## src/rtl/async_fifo_wr_ctrl.sv

```systemverilog
// Write-side pointer/flag controller of a dual-clock FIFO, entirely in the W_CLK domain.
// Optional sticky overflow flag W_OVF is built when WR_OVF_FLAG_EN is defined.
module async_fifo_wr_ctrl #(
  parameter int B_WIDTH     = 3,
  parameter int SYNC_STAGES = 2,
  parameter int AF_MARGIN   = 1
) (
  input  logic               W_CLK,
  input  logic               W_RST,
  input  logic               W_INC,
  input  logic [B_WIDTH:0]   G_rptr,
  output logic [B_WIDTH:0]   G_wptr,
  output logic [B_WIDTH-1:0] W_addr,
  output logic               W_EN,
  output logic               W_FULL,
  output logic               W_ALMOST_FULL,
  output logic [B_WIDTH:0]   W_LEVEL
`ifdef WR_OVF_FLAG_EN
  ,
  output logic               W_OVF
`endif
);

  localparam logic [B_WIDTH:0] DEPTH  = {1'b1, {B_WIDTH{1'b0}}};
  localparam logic [B_WIDTH:0] ONE    = {{B_WIDTH{1'b0}}, 1'b1};
  localparam logic [B_WIDTH:0] AF_LIM = AF_MARGIN[B_WIDTH:0];

  logic [B_WIDTH:0] wbin;
  logic [B_WIDTH:0] wgray;
  logic [B_WIDTH:0] sync_q [SYNC_STAGES];
  logic [B_WIDTH:0] rsync;
  logic [B_WIDTH:0] rbin;
  logic [B_WIDTH:0] free_slots;

  // Handshake: the producer raises W_INC; a write is taken on the edge where
  // W_EN is high (W_INC & ~W_FULL, never during reset). Refused requests are dropped.
  assign W_EN   = W_INC & ~W_FULL & ~W_RST;
  assign W_addr = wbin[B_WIDTH-1:0];
  assign wgray  = wbin ^ (wbin >> 1);
  assign rsync  = sync_q[SYNC_STAGES-1];

  always_ff @(posedge W_CLK or posedge W_RST) begin
    if (W_RST) begin
      wbin   <= '0;
      G_wptr <= '0;
    end else begin
      if (W_INC & ~W_FULL) wbin <= wbin + ONE;
      G_wptr <= wgray;
    end
  end

  // Plain flop chain: the Gray read pointer changes one bit at a time, so no logic between stages.
  always_ff @(posedge W_CLK or posedge W_RST) begin
    if (W_RST) begin
      for (int i = 0; i < SYNC_STAGES; i++) sync_q[i] <= '0;
    end else begin
      sync_q[0] <= G_rptr;
      for (int i = 1; i < SYNC_STAGES; i++) sync_q[i] <= sync_q[i-1];
    end
  end

  always_comb begin
    rbin          = '0;
    rbin[B_WIDTH] = rsync[B_WIDTH];
    for (int i = B_WIDTH - 1; i >= 0; i--) rbin[i] = rbin[i+1] ^ rsync[i];
  end

  // Full when the write pointer is one lap ahead of the (possibly stale) read pointer.
  assign W_FULL        = (wgray == {~rsync[B_WIDTH:B_WIDTH-1], rsync[B_WIDTH-2:0]});
  assign W_LEVEL       = wbin - rbin;
  assign free_slots    = DEPTH - W_LEVEL;
  assign W_ALMOST_FULL = (free_slots <= AF_LIM);

`ifdef WR_OVF_FLAG_EN
  always_ff @(posedge W_CLK or posedge W_RST) begin
    if (W_RST) W_OVF <= 1'b0;
    else if (W_INC & W_FULL) W_OVF <= 1'b1;
  end
`endif

endmodule

```

## config.mk

```make
export PLATFORM = sky130hd
export DESIGN_NAME = async_fifo_wr_ctrl
export DESIGN_NICKNAME = d
export VERILOG_FILES = /design/src/rtl/async_fifo_wr_ctrl.sv
export SDC_FILE = /design/constraint.sdc
export NUM_CORES = 1
export LEC_CHECK = 0
export CORE_ASPECT_RATIO = 0.8
export CORE_MARGIN = 3
export CORE_UTILIZATION = 40
export DETAILED_ROUTE_END_ITERATION = 16
export PLACE_DENSITY = 0.69
export SYNTH_ARGS = -nofsm -noshare
export SYNTH_HDL_FRONTEND = slang
export SYNTH_SLANG_ARGS = --single-unit
```

## constraint.sdc

```tcl
create_clock -name W_CLK -period 7.2 [get_ports W_CLK]
set_clock_uncertainty 0.15 [all_clocks]
set_input_delay 1.44 -clock W_CLK [delete_from_list [all_inputs] [get_ports W_CLK]]
set_output_delay 1.44 -clock W_CLK [all_outputs]
set_load 0.02 [all_outputs]
```

# == Word-level counts from Yosys, hierarchy flattened ==
# Index checks and enable logic that the tools add are counted.
# totals
regBits,16
inputBits,7
out_inout_bits,14
word_cells,18
# classes
add_sub_neg,3
order_cmp,1
n_eq_ne,1
n_bitwise,9
# op_table
operator,count
"adder 4 x 1 -> 4 bit, second input constant",1
equality test 4 bit,1
"<= comparator 4 x 1 -> 1 bit, second input constant",1
subtractor 4 bit,1
"subtractor 4 bit, first input constant",1
XOR 4 x 3 -> 4 bit,1
XOR 1 bit,3
bitwise AND 1 bit,2
inverter 1 bit,2
inverter 2 bit,1

# == Longest topological paths before layout ==
# logic_depth
depth_word,6
mapped_depth,9
depth_no_buf,9

# == Worst setup path after synthesis ==
# Ideal clock, no wire load.
# synth_timing
kind,reg-to-output
startpoint,"reg sync_q, in the netlist rsync[3]"
endpoint,out W_ALMOST_FULL
arrival_time_ps,2320
t_required_ps,5610
path_slack_ps,3290
stages_incl_launch_ff,10
n_path_buf,0
cell_sequence,dfrtp_1 -> xnor2_1 -> xor2_1 -> xnor2_1 -> ha_1 -> fa_1 -> xor2_1 -> inv_1 -> nand3_1 -> mux2i_1
# synth_via
elab_chain_len,6
# synth_lines
item,line_no,source
"start, declared",30,logic [B_WIDTH:0] sync_q [SYNC_STAGES];
XOR 1 bit (*),65,for (int i = B_WIDTH - 1; i >= 0; i--) rbin[i] = rbin[i+1] ^ rsync[i];
XOR 1 bit (2 in a row),65,
subtractor 4 bit (*),70,assign W_LEVEL = wbin - rbin;
via W_LEVEL[2],17,output logic [B_WIDTH:0] W_LEVEL
subtractor 4 bit (*),71,assign free_slots = DEPTH - W_LEVEL;
<= comparator 4 x 1 -> 1 bit (*),72,assign W_ALMOST_FULL = (free_slots <= AF_LIM);
"end, declared",16,"output logic W_ALMOST_FULL,"
# Mark *: on every way through the listed nets, which the timed path passes. The rest lies on a longest branch.

# == Worst setup path after layout ==
# layout_timing
startpoint,"reg sync_q, in the netlist rsync[3]"
endpoint,out W_ALMOST_FULL
# layout_via
elab_chain_len,6
# layout_lines
item,line_no
XOR 1 bit (3 in a row),65
subtractor 4 bit (*),70
subtractor 4 bit (*),71
<= comparator 4 x 1 -> 1 bit (*),72
# Mark *: on every way between the ends. The rest lies on a longest branch, timed or not.

==> impl_metrics.tcl <==
set metrics [dict create \
    outcome "finished clean" \
    worstSetupPathType "register to primary output" \
    io_buffers 20 \
    hold_path_class "register to register" \
    drt_wl_total_um 1150 \
    yosys_register_bits 16 \
    p_leak_nw 0.464 \
    n_fill_cell 165 \
    setup_viol 0 \
    ys_seq_area_share_pct 52.8 \
    place_congestion 0.651 \
    htree_levels 1 \
    peakVddDrop_mv 0.298 \
    rows 13 \
    route.antenna.remaining_nets 0 \
    vias 461 \
    die_y_um 44.9 \
    grt_use_total_pct 12.5 \
    yosysTopAreaCellShare_pct 52.8 \
    drive_gt1_share_pct 8.86 \
    first_pass_iters 3 \
    syn_avg_cell_area_sq_um 12.9 \
    placedInstanceArea_sq_um 952 \
    hpwl_um 907 \
    critPathCaptureType "primary output" \
    drc 0 \
    cts_tree "done" \
    cp.depth 10 \
    ys_warn_count 0 \
    die_width_um 54.7 \
    syn2layout_area_growth_pct 30.4 \
    clockRootBuffer "clkbuf_4" \
    crit_family "XOR/XNOR gates" \
    synth_area_leader_cell "dfrtp_1" \
    synth_cells 59 \
    fin_nets 93 \
    fin_crit_sh_pct 64.3 \
    crit_fanout 3 \
    cts_buffer_depth 2 \
    power_mw 0.532 \
    hold_path_depth 0 \
    pwr_density_cell_nw_per_um2 538 \
    synthArstFlopShare_pct 100 \
    final_cell_area_sq_um 988 \
    holdBufCountCts 0 \
    fin_setup_tns_ns 0 \
    drt-vias-per-instance 4.56 \
    synth_common_cells "dfrtp_1 (16), inv_1 (8), xnor2_1 (8), ha_1 (5), xor2_1 (4)" \
    critPathArrivalTime_ns 3.04 \
    grt_max_degree 17 \
    critPathBufInv 2 \
    ctsResizeCount 0 \
    first_global_vias 450 \
    clkLatencyLatePin_ns 0.28 \
    io_pins 21 \
    yosysMostFrequentCell "dfrtp_1" \
    slowest_delay_ns 0.62 \
    dieArea_sq_um 2460 \
    crit_required_ns 5.61 \
    synth.area.top_cells "dfrtp_1 (53%), xnor2_1 (9.2%), ha_1 (8.3%)" \
    path_cells "xnor2_1 -> xor2_1 -> xnor2_1 -> ha_1 -> fa_1 -> xor2_1 -> inv_1 -> nand3_1 -> mux2i_1 -> clkdlybuf4s50_1" \
    timing.slew.headroom_pct 60.9 \
    synthesis.area_sq_um 758 \
    cts_buffers 3 \
    clock.fmax_mhz 216 \
    synth_edf_count 0 \
    cp_slowest_cell "clkdlybuf4s50_1" \
    synth_ff_type "dfrtp_1" \
    start_util_pct 44.4 \
    crit_path_start_kind "register" \
    hold_violations 0 \
    ff2ff_path_depth 5 \
    antenna_found_initial 0 \
    rsz0062_at_grt "false" \
    slew_violations 0 \
    num_antenna_cells 0 \
    routedWlPerCell_um 11.4 \
    layout_min_cycle_time_ns 4.63 \
    path_clk_slew_ns 0.09 \
    grt_overflow_total 0 \
    core_sq_um 1710 \
    grt_pass1_wl_um 2080 \
    drt-initial-drc-count 2 \
    post-cts-setup-buffer-count 0 \
    syn_nets 72 \
    maxCapViolCount 0 \
    clock-sinks 16 \
    worst_pin_slew_ns 0.586 \
    ys_types 19 \
]
[state kept, by name (all words and copies together), names as in the netlist]
signal and count:
G_wptr 4, rsync 4, sync_q 4, wbin 4
[layout make-up]
cell class | count | area (sq um) | area share (%)
repair buffers | 20 | 200 | 20.3
clock buffers | 4 | 36.3 | 3.67
flip-flops and latches | 16 | 400 | 40.5
inverters | 8 | 30.0 | 3.04
multi-input cells | 31 | 294 | 29.7
well taps | 22 | 27.5 | 2.78
[per-stage QoR]
step	hold WS [ns]	utilization [%]	instances	setup slack (ns)
global route	0.213	57.9	101	2.36
detailed placement	0.185	55.8	97	2.85
global placement	0.182	55.8	97	2.88
finish	0.196	57.9	101	2.57
CTS	0.201	57.9	101	2.54
floorplan	0.181	-	59	3.29
[where the power goes]
group	leakage [nW]	switching [mW]	internal (mW)
combinational	0.256	0.163	0.169
sequential	0.187	0.0264	0.116
clock	0.0210	0.0269	0.0308
total	0.464	0.216	0.316
[worst paths after layout]
path | startpoint | end | slack (ns)
min reg2reg | sync_q[5] | rsync[1] | 0.20
min | sync_q[5] | rsync[1] | 0.20
max in group asynchronous | W_RST | rsync[2] | 5.13
min in group asynchronous | W_RST | wbin[2] | 1.39
max reg2reg | wbin[1] | wbin[1] | 5.27
max | rsync[3] | W_ALMOST_FULL | 2.57
[worst register-to-register path, cell delays in order (launching register included)]
cell	delay, ns
dfrtp_1	0.47
ha_1	0.36
xnor2_1	0.21
nand4_2	0.18
nand2_2	0.15
mux2_4	0.30
[cells in the final DEF (no fill, tap or decap), types with 3 or more instances in the layout]
cell type and count:
clkdlybuf4s50_1 20, dfrtp_1 16, inv_1 8, xnor2_1 8
ha_1 5, xor2_1 4, nand3_1 3, clkbuf_4 3
[logic make-up after synthesis]
| family | synth area share, % |
|---|---|
| fa+ha+maj | 10.9 |
| flops | 52.8 |
| buf+inv | 8.42 |
| simple gates | 6.27 |
| compound gates | 1.32 |
| xor+xnor | 17.0 |
| mux | 3.30 |
[per-layer routing]
layer | vias to the layer above | GRT usage (%) | wire length [um]
met1 | 218 | 16.5 | 518
met2 | 17 | 17.9 | 514
li1 | 224 | - | -
met3 | 2 | 5.94 | 107
met4 | 0 | 4.48 | 12
met5 | - | 0 | 0
(Power assumes the default switching activity.)
